===== src/rtl/handshake_rx.sv =====
// rtl/handshake_rx.sv - valid/ready receiver with show-ahead FIFO and handshake stability monitor
module handshake_rx #(
   parameter int DATA_W = 32,
   parameter int DEPTH  = 4,
   parameter int CNT_W  = 16
) (
   input  logic                     clk,
   input  logic                     rst_n,
   input  logic                     s_valid,
   input  logic [DATA_W-1:0]        s_data,
   output logic                     s_ready,
   input  logic                     rd_en,
   output logic [DATA_W-1:0]        dataout,
   output logic                     data_vld,
   output logic [$clog2(DEPTH):0]   fill,
   output logic [CNT_W-1:0]         beat_cnt,
   output logic                     proto_err
);

   localparam int AW = $clog2(DEPTH);
   localparam logic [AW:0] FULL_LVL = (AW+1)'(DEPTH);

   logic [DATA_W-1:0] mem [DEPTH];
   logic [AW-1:0]     wr_ptr;
   logic [AW-1:0]     rd_ptr;
   logic              stall_q;
   logic [DATA_W-1:0] data_q;
   logic              push;
   logic              pop;

   // s_ready depends on registered occupancy only, so a full FIFO costs one bubble after a pop
   assign s_ready  = (fill != FULL_LVL);
   assign data_vld = (fill != '0);
   assign dataout  = data_vld ? mem[rd_ptr] : '0;
   assign push     = s_valid && s_ready;
   assign pop      = rd_en && data_vld;

   always_ff @(posedge clk) begin
      if (push)
         mem[wr_ptr] <= s_data;
   end

   always_ff @(posedge clk or negedge rst_n) begin
      if (!rst_n) begin
         wr_ptr    <= '0;
         rd_ptr    <= '0;
         fill      <= '0;
         beat_cnt  <= '0;
         proto_err <= 1'b0;
         stall_q   <= 1'b0;
         data_q    <= '0;
      end else begin
         if (push) begin
            wr_ptr   <= wr_ptr + 1'b1;
            beat_cnt <= beat_cnt + 1'b1;
         end
         if (pop)
            rd_ptr <= rd_ptr + 1'b1;
         if (push && !pop)
            fill <= fill + 1'b1;
         else if (pop && !push)
            fill <= fill - 1'b1;
         // a stalled beat must stay valid with unchanged data until accepted
         stall_q <= s_valid && !s_ready;
         data_q  <= s_data;
         if (stall_q && (!s_valid || (s_data != data_q)))
            proto_err <= 1'b1;
      end
   end

endmodule


===== config.mk =====
export PLATFORM = sky130hd
export DESIGN_NAME = handshake_rx
export DESIGN_NICKNAME = d
export VERILOG_FILES = /design/src/rtl/handshake_rx.sv
export SDC_FILE = /design/constraint.sdc
export NUM_CORES = 1
export LEC_CHECK = 0
export CORE_ASPECT_RATIO = 1.4
export CORE_MARGIN = 10
export CORE_UTILIZATION = 50
export DETAILED_ROUTE_END_ITERATION = 6
export PLACE_DENSITY = 0.76
export SLEW_MARGIN = 20
export SYNTH_ARGS = -nofsm -noshare
export SYNTH_HDL_FRONTEND = slang
export SYNTH_SLANG_ARGS = --single-unit
export TNS_END_PERCENT = 100

===== constraint.sdc =====
create_clock -name clk -period 2.4 [get_ports clk]
set_input_delay 0.48 -clock clk [delete_from_list [all_inputs] [get_ports clk]]
set_output_delay 0.48 -clock clk [all_outputs]
set_load 0.05 [all_outputs]

[Word level (Yosys, flattened, before mapping)]
Memories as Yosys holds them, arrays and structs flattened.
Cells that the tools add are included.
W data, S select, Z words.
Word-level totals
  register bits after elaboration: 57
  output and inout bits: 54
  word-level logic and storage cells: 33
  memories kept: 1
  RAM bits: 128
Operators by class
  eq/ne operators: 2
  reduce and logical (&&, ||, !) cells: 13
  add/subtract/negate cells: 5
  mux-type cells: 5
Memory list
  mem: words 4, bits a word 32, read ports 1, clocked after Yosys merged registers in 0, wr ports 1, RTL line 23  | logic [DATA_W-1:0] mem [DEPTH];
Operator list (count)
  $mux W32: 1
  $ne A32 B32 Y1: 1
  $add A16 B1 Y16 const B: 1
  $logic_and A1 B1 Y1: 6
  $mux W3: 2
  $add A2 B1 Y2 const B: 2
  $logic_not A1 Y1: 4
  $add A3 B1 Y3 const B: 1
  $ne A3 B3 Y1 const B: 1
  $reduce_bool A3 Y1: 1
  $sub A3 B1 Y3 const B: 1
  $mux W1: 2
  $reduce_bool A2 Y1: 1
  $logic_or A1 B1 Y1: 1

[Depth between registers and ports, before layout]
  depth after elaboration: 6
  gate-level depth with buffers: 10

[Least setup slack after synthesis]
OpenSTA, ideal clock, no wires.
  kind: register to output
  from: reg fill[0]
  to: out dataout[22]
  stages on the path, launching flop included: 5
  data arrival time: 2.198 ns
  data required time: 1.920 ns
  slack: -0.278 ns
  path buffers: 2
  cells stage by stage: dfrtp_1 -> or3_2 -> clkbuf_1 -> clkbuf_1 -> and2_1
Between the ends
  cells in the longest elaborated chain, start to end: 2
Ends and longest elaborated chain
  start, declared: RTL line 15  | output logic [$clog2(DEPTH):0] fill,
  start signal, assigned: RTL line 60  | fill <= fill + 1'b1;
  start signal, assigned: RTL line 62  | fill <= fill - 1'b1;
  $reduce_bool A3 Y1: RTL line 33  | assign data_vld = (fill != '0);
  named net data_vld: RTL line 14  | output logic data_vld,
  $mux W32: RTL line 34  | assign dataout = data_vld ? mem[rd_ptr] : '0;
  end, declared: RTL line 13  | output logic [DATA_W-1:0] dataout,
The timed path passes the listed nets, and every way through them passes these cells.

[Worst setup path in the final report]
  from: reg rd_ptr[0]
  to: out dataout[5]
Between the ends
  cells in the longest elaborated chain, start to end: 2
Ends and longest elaborated chain
  start, declared: RTL line 25  | logic [AW-1:0] rd_ptr;
  start signal, assigned: RTL line 58  | rd_ptr <= rd_ptr + 1'b1;
  $mem_v2 Z4 W32
  $mux W32: RTL line 34
No other way between the ends.

==> impl_metrics.py <==
metrics = {
    "logic_synthesis": {
        "synth_ff_type": "edfxtp_1",
        "yosysWarnings": 0,
        "synthCells": 381,
        "synth_edf_count": 128,
        "synth_fp_nets": 424,
        "synthArstFlopShare_pct": 30.8,
        "seq_area_frac_synth_pct": 73.6,
        "synth_cell_types": 31,
        "syn-cell-area_um2": 7160,
        "syn_avg_cell_area_um2": 18.8,
        "ys_ff_latch": 185,
    },
    "clock_network": {
        "path_clk_slew_ns": 0.07,
        "insertion_delay_ns": 0.42,
        "clockRootBuffer": "clkbuf_16",
        "clkSinkCount": 185,
        "cts_inserted_buffers": 17,
        "cts_tree": "built",
        "h-tree-depth": 4,
        "cts_max_path_buffers": 2,
    },
    "worst_setup_path": {
        "start_kind": "register",
        "end_kind": "output port",
        "crit_arrival_ns": 1.95,
        "cp_cell_sequence": "buf_12 -> clkbuf_16 -> mux4_2 -> and2_4 -> buf_12",
        "reg2reg_depth": 8,
        "max_stage_delay_ns": 0.51,
        "cp.depth": 5,
        "reg2reg_slack_ns": 0.28,
        "path_delay_family": "multiplexers",
        "crit_top_cell": "buf_12",
        "cp.required_ns": 1.92,
        "path_buf_inv": 3,
        "critPathMaxFanout": 6,
        "crit_slowest_cell": "mux4_2",
        "criticalPathCategory": "reg -> out",
    },
    "final_layout": {
        "final_cell_mix": "edfxtp_1 (128), clkdlybuf4s50_1 (54), dfrtp_1 (53)",
        "area_growth_syn_to_layout_pct": 34.6,
        "multiInputGateArea_um2": 1890,
        "seqCellArea_um2": 5280,
        "fillers": 870,
        "drive_gt1_share_pct": 34.5,
        "fin_nets": 560,
        "antenna_cells": 0,
        "final_common_cell": "edfxtp_1",
    },
    "floorplanning": {
        "die-area_um2": 19600,
        "chipHeight_um": 162,
        "placementRows": 51,
        "num_io_pins": 90,
        "die_w_um": 121,
        "start_util_pct": 51.2,
        "core_area_um2": 14000,
    },
    "global_routing": {
        "overflow": 0,
        "grt_start_max_net_pins": 35,
        "grt_pass1_vias": 4238,
        "antenna_found_initial": 1,
        "grt_usage_pct": 15.8,
        "grt_pass1_wl_mm": 23.5,
    },
    "sta": {
        "skew_ns": 0.00972,
        "finalCriticalPeriod_ns": 2.43,
        "finalHoldViolCount": 0,
        "max_freq_ghz": 0.411,
        "fin_tns_setup_ns": -0.0983,
        "setup_violations": 12,
        "max_slew.worst_pin.slew_ns": 0.561,
        "setup_ws_ns": -0.0333,
        "min_period_over_period_pct": 101,
        "rsz0062_at_grt": "yes",
        "holdWs_ns": 0.494,
        "relSlewSlack_pct": 62.5,
        "slew_violations": 0,
    },
    "hold_path": {
        "hold_class": "in -> async",
    },
    "route": {
        "drc": 0,
        "first_pass_iters": 5,
        "first_iter_violations": 214,
        "antenna_left": 0,
        "wirelength_mm": 16.0,
        "wl_per_cell_um": 22.4,
        "num_vias": 3821,
        "vias_per_cell": 5.34,
    },
    "placement": {
        "io_buffers": 89,
        "globalplace.congestion": 0.745,
        "hpwlAfterDp_mm": 9.72,
    },
    "status": {
        "violations": "negative setup slack",
        "status": "complete, but fails checks",
    },
    "pwr": {
        "ir_drop_mv": 0.945,
        "p_leak_uw": 0.00358,
        "powerDensity_nw_per_um2": 1450,
    },
    "job": {
        "cap_violations": 0,
    },
}
sequential cells by signal, indices dropped and copies added (netlist names):
register   flops
data_q        32
beat_cnt      16
proto_err      1
fill           3
stall_q        1
mem          128
wr_ptr         2
rd_ptr         2
cells in the mapped netlist (4+ instances only):
cell | count | area (µm²)
and2_1 | 33 | 206
clkbuf_1 | 8 | 30.0
mux4_2 | 32 | 721
nor4_1 | 5 | 31.3
xnor2_1 | 28 | 245
inv_1 | 5 | 18.8
nand3_1 | 6 | 30.0
nor2_1 | 8 | 30.0
ha_1 | 6 | 75.1
nand4_1 | 7 | 43.8
and3_2 | 4 | 30.0
nand2_1 | 8 | 30.0
buf_2 | 5 | 25.0
dfrtp_1 | 57 | 1430
edfxtp_1 | 128 | 3840
xor2_1 | 24 | 210
cell families (layout without fill, tap and decap cells):
group | count (synthesis) | count (layout) | share of synthesized area (%)
flip-flops | 185 | 185 | 73.6
AND/OR/NAND/NOR | 81 | 81 | 6.71
XOR/XNOR | 53 | 53 | 6.59
multiplexers | 34 | 34 | 10.4
buffers and inverters | 19 | 168 | 1.19
adder cells (fa/ha/maj) | 7 | 7 | 1.33
AO/OA/AOI/OAI | 2 | 2 | 0.192
routing by layer:
layer  global-route usage [%]  wire length, µm  vias up
met4                     5.49              182        2
met5                        0               12        -
met2                     27.0             8840      116
met1                     17.4             5830     1986
met3                     6.25             1130       13
li1                         -                -     1704
cell type report:
cell class | instances | area share, %
Sequential cell | 185 | 54.7
Multi-Input combinational cell | 177 | 19.6
Timing Repair Buffer | 131 | 17.4
Clock buffer | 18 | 4.45
Tap cell | 185 | 2.40
Clock inverter | 14 | 1.13
Inverter | 5 | 0.195
per-stage QoR:
stage / cell area, µm² / power (µW) / util (%) / std cells / setup slack, ns
CTS: 9490 / 13600 / 67.9 / 710 / -0.0303
global placement: 8870 / 10700 / 63.5 / 677 / -0.0263
global route: 9640 / 14500 / 68.9 / 715 / -0.0602
finish: 9640 / 13900 / 68.9 / 715 / -0.0333
detailed placement: 8870 / 10800 / 63.5 / 677 / -0.0685
floorplan: 7170 / 7830 / - / 381 / 0.00964
worst paths after layout:
check	from	end
setup reg to reg	fill[0]	fill[2]
hold reg to reg	fill[2]	fill[2]
setup / recovery	rd_ptr[0]	dataout[5]
hold / removal	rst_n	beat_cnt[0]
min in group clk	fill[2]	fill[2]
max in group asynchronous	rst_n	data_q[9]
repair_timing:
item,CTS,global route
resized for setup,28,13
endpoints found under the setup margin,33,32
endpoints found under the hold margin,10,0
buffers inserted,0,1
hold buffers,1,0
pin swaps,7,0
gates cloned,0,4
power breakdown:
part	leakage, µW	switching, µW	internal, µW
registers	0.00185	240	4050
logic	0.00149	3610	3480
clock network	0.000244	1140	1410
Note: power is estimated with default switching activity, not from simulation.
==> edit 1, RTL diff (config.mk and constraints unchanged) <==
Take the reset off `data_q` and load it in a clocked block of its own.
--- a/src/rtl/handshake_rx.sv
+++ b/src/rtl/handshake_rx.sv
@@ -49,5 +49,4 @@
          proto_err <= 1'b0;
          stall_q   <= 1'b0;
-         data_q    <= '0;
       end else begin
          if (push) begin
@@ -63,5 +62,4 @@
          // a stalled beat must stay valid with unchanged data until accepted
          stall_q <= s_valid && !s_ready;
-         data_q  <= s_data;
          if (stall_q && (!s_valid || (s_data != data_q)))
             proto_err <= 1'b1;
@@ -69,4 +67,8 @@
    end
 
+   always_ff @(posedge clk) begin
+      data_q <= s_data;
+   end
+
 endmodule
 
Check against the original RTL: same outputs for any inputs over 4 cycles, from zero or initial values and one cycle with rst_n low; that may be too few to reach the edited logic, so the function may still have changed.
==> edit 1 against the original RTL <==
The run still ends with negative setup slack left. Worst setup slack gained 0.0064 ns. Clock skew grew 0.00098 ns. Non-clock buffer count shrank 3. Routed wire length shrank 9.9%. Sequential cell count is the same. Final area shrank 1.5%. Power grew 0.39%. Synthesized area shrank 2.2%. Clock power grew 6%. Via count shrank 3.4%. Final cell count shrank 0.28%. Largest power group unchanged.
==> edit 1: results (changes against the original RTL) <==
- The worst register-to-register path ends at fill[1].
- The number of diodes was 1 (+1).
- The fill cell instance count of the final layout is 882 (+1.4%).
- The power attributed to sequential cells is 4.28 mW (about the same).
- The static leakage power is 3.49 nW (-2.6%).
- The total global routing track utilization is 15.7% (-0.088 points).
- The area fraction of clock buffers and clock inverters is 6.13% (+0.55 points).
- The worst reg2reg path depth is 7 (-1).
- The final wirelength is 14400 um (-9.9%).
- The setup slack of the worst register-to-register path is 0.22 ns (-0.06 ns).
- The met1 track demand over resource in global routing came to 17.4% (about the same).
- The count of final setup violators came to 17 (+5).
- The ratio of cells with drive above 1 in the final layout is 33.8% (-0.75 points).
- By area the synthesized netlist is led by sky130_fd_sc_hd__edfxtp_1 (55%), sky130_fd_sc_hd__mux4_2 (10%), sky130_fd_sc_hd__dfxtp_1 (9.2%), sky130_fd_sc_hd__dfrtp_1 (8.9%), sky130_fd_sc_hd__xnor2_1 (3.5%).
- The largest vdd supply drop is 952 uV (+0.81%).
- The length of the first detailed-routing pass in iterations is 4 (-1).
- The via count of the first global-routing pass is 4113 (-2.9%).
- The clock network fraction of design power came to 19.4% (+1.1 points).
- The utilization of the core after routing came to 68.5% (-0.43 points).
- The detailed route wirelength on metal2 is 7850 um (-11%).
- The number of flip-flops and latches is 185 (unchanged).
- The end point of the critical path is dataout[22].
- The placement-stage worst setup slack came to -0.150 ns (-0.0811 ns).
- In the synthesized netlist, the cells that appear most often are sky130_fd_sc_hd__edfxtp_1 (128), sky130_fd_sc_hd__and2_1 (33), sky130_fd_sc_hd__dfxtp_1 (32), sky130_fd_sc_hd__mux4_2 (32), sky130_fd_sc_hd__xnor2_1 (28).
- The total vias in the final route came to 3691 (-3.4%).
- The count of buffers not belonging to the clock network in the layout was 128 (-2.3%).
- The clock skew after layout is 0.0107 ns (+0.000980 ns).
- The number of setup buffers added after CTS is 3 (+3).
- The number of DRC markers after the initial detailed-route iteration was 202 (-5.6%).
- The fraction of area in multi-input gates is 19.7% (+0.095 points).
- The number of distinct library cells after synthesis came to 32 (+3.2%).
- The worst setup slack after layout is -0.0268 ns (+0.00643 ns).
- The critical-path maximum fanout is 10 (+4).
- The total length of routed met3 wires is 818 um (-28%).
- The checks that failed: negative setup slack.
- The fraction of synthesis flops using an asynchronous set or reset pin is 13.5% (-17 points).
- The post-DP HPWL is 8950 um (-7.9%).
- The sequential area share after synthesis is 73.0% (-0.60 points).
- The final net count came to 557 (-0.54%).
- The run finished, with violations left.
[edit 1: cell types whose count changed in the layout (fill, tap and decap cells not counted), sizes merged]
cell,change
bufbuf,+1
clkbuf,-4
clkdlybuf4s50,+1
clkinv,-4
clkinvlp,-3
dfrtp,-32
dfxtp,+32
diode,+1
dlygate4sd2,-1
dlygate4sd3,-1
inv,+8
[edit 1: cell families (layout without fill, tap and decap cells)]
family	after synthesis	after routing	share of synthesized area (%)
adders and majority gates	7	7	1.36
muxes	34	34	10.6
buffers and inverters	19	165	1.22
and+or+nand+nor	81	81	6.86
AOI/OAI and AO/OA	2	2	0.197
xor gates and xnor gates	53	53	6.74
DFF	185	185	73.0
other	0	1	0
[edit 1: metrics by stage]
step | cells | hold slack [ns] | power [mW]
2_1_floorplan | 381 | 0.184 | 7.83
3_3_place_gp | 671 | 0.482 | 10.7
3_5_place_dp | 671 | 0.488 | 10.8
4_1_cts | 710 | 0.428 | 14.2
5_1_grt | 713 | 0.445 | 14.5
6_report | 713 | 0.429 | 14.0
==> edit 2, RTL diff (same flow settings) <==
Made on the original files. Change the parameter `DATA_W` from 32 to 24.
--- a/src/rtl/handshake_rx.sv
+++ b/src/rtl/handshake_rx.sv
@@ -1,5 +1,5 @@
 // rtl/handshake_rx.sv - valid/ready receiver with show-ahead FIFO and handshake stability monitor
 module handshake_rx #(
-   parameter int DATA_W = 32,
+   parameter int DATA_W = 24,
    parameter int DEPTH  = 4,
    parameter int CNT_W  = 16
Ports: changed (resized dataout and s_data); port bits go from 90 to 74. No check against the original RTL was run, so the function may have changed too.
==> edit 2 against the original RTL <==
Routed wire length down 28%. Final area down 24%. Critical path depth down 1. Final cell count down 21%. First-iteration DRC count down 49%. Sequential share of layout area up 1.5 points. Fmax up 2.3%. Worst setup slack better by 0.055 ns. Combinational power down 40%. Sequential cell count down 40. Synthesized area down 20%. Clock power down 3%. Power down 27%. Critical endpoint is now dataout[23].
==> edit 2: results (changes against the original RTL) <==
- The number of cells in the finished layout apart from fillers is 566 (-21%).
- The post-detailed-placement cell area is 6650 um2 (-25%).
- The final net count is 444 (-21%).
- The length of the first detailed-routing pass in iterations is 6 (+1).
- The slowest stage of the critical path belongs to the cell sky130_fd_sc_hd__mux4_1.
- The number of DRC markers after the initial detailed-route iteration is 109 (-49%).
- The ratio of cells with drive above 1 in the final layout is 25.8% (-8.7 points).
- The routed length on met1 was 4560 um (-22%).
- The XOR/XNOR share of the synthesized area was 6.87% (+0.28 points).
- In the post-synthesis netlist, the biggest area contributors are sky130_fd_sc_hd__edfxtp_1 (50%), sky130_fd_sc_hd__dfrtp_1 (21%), sky130_fd_sc_hd__mux4_2 (7.1%), sky130_fd_sc_hd__xnor2_1 (6.0%), sky130_fd_sc_hd__and2_1 (3.2%).
- The sequential area share after synthesis is 71.6% (-2.0 points).
- The post-synthesis compound-gate area fraction is 0.175% (-0.018 points).
- The clock skew after layout came to 0.0100 ns (+0.000291 ns).
- The adder-cell share of the synthesized area is 1.66% (+0.33 points).
- The first-pass GRT wire length is 18300 um (-22%).
- The fill cell instance count of the final layout is 809 (-7.0%).
- The routing usage on met2 came to 23.8% (-3.2 points).
- The total vias in the final route is 2950 (-23%).
- The static leakage power is 2.69 nW (-25%).
- The number of antenna violations at the first check in global routing is 0 (-1).
- The met1 track demand over resource in global routing came to 16.7% (-0.70 points).
- The total length of routed met3 wires is 705 um (-38%).
- The worst-case headroom to the max-slew limit was 49.3% (-13 points).
- The cell count after synthesis is 307 (-19%).
- The arrival time at the worst endpoint is 1.90 ns (-0.05 ns).
- The highest routing layer actually used is met4.
- The detailed route wirelength on metal2 was 6030 um (-32%).
- The average wire per cell in the routed design is 20.2 um (-9.6%).
- The number of flops mapped to enable cells by yosys is 96 (-25%).
- The routing usage on met3 was 5.66% (-0.58 points).
- The run finished with clean final reports.
- The power attributed to sequential cells is 3.43 mW (-20%).
- The part of the power in combinational logic is 41.8% (-9.1 points).
- The number of placed cells counting well taps is 531 (-22%).
- The post-DP HPWL is 7320 um (-25%).
- The multiplexer fraction of the synthesized cell area was 10.2% (-0.17 points).
edit 2: cell type report:
cell class	instances	area, um2	share of cell area (%)
inverter	4	15.0	0.205
clock buffer	18	439	6.01
sequential	145	4110	56.3
clock inverter	14	133	1.81
tap	144	180	2.46
timing repair buffer	93	920	12.6
multi-input combinational	148	1510	20.7
edit 2: what timing repair did:
item | 4_1_cts | 5_1_grt
resized for setup | 4 | 18
setup endpoints to repair | 25 | 25
cloned | 0 | 0
setup buffers | 0 | 3
edit 2: path summary, 6_finish.rpt:
kind | start | slack (ns) | depth (start not counted) | endpoint
min in group clk | beat_cnt[15] | 0.48 | 1 | beat_cnt[15]
min | rst_n | 0.14 | 1 | beat_cnt[13]
max | rd_ptr[0] | 0.02 | 4 | dataout[23]
max in group asynchronous | rst_n | 1.58 | 2 | rd_ptr[0]
max reg2reg | fill[0] | 0.24 | 8 | fill[2]
min reg2reg | beat_cnt[15] | 0.48 | 1 | beat_cnt[15]
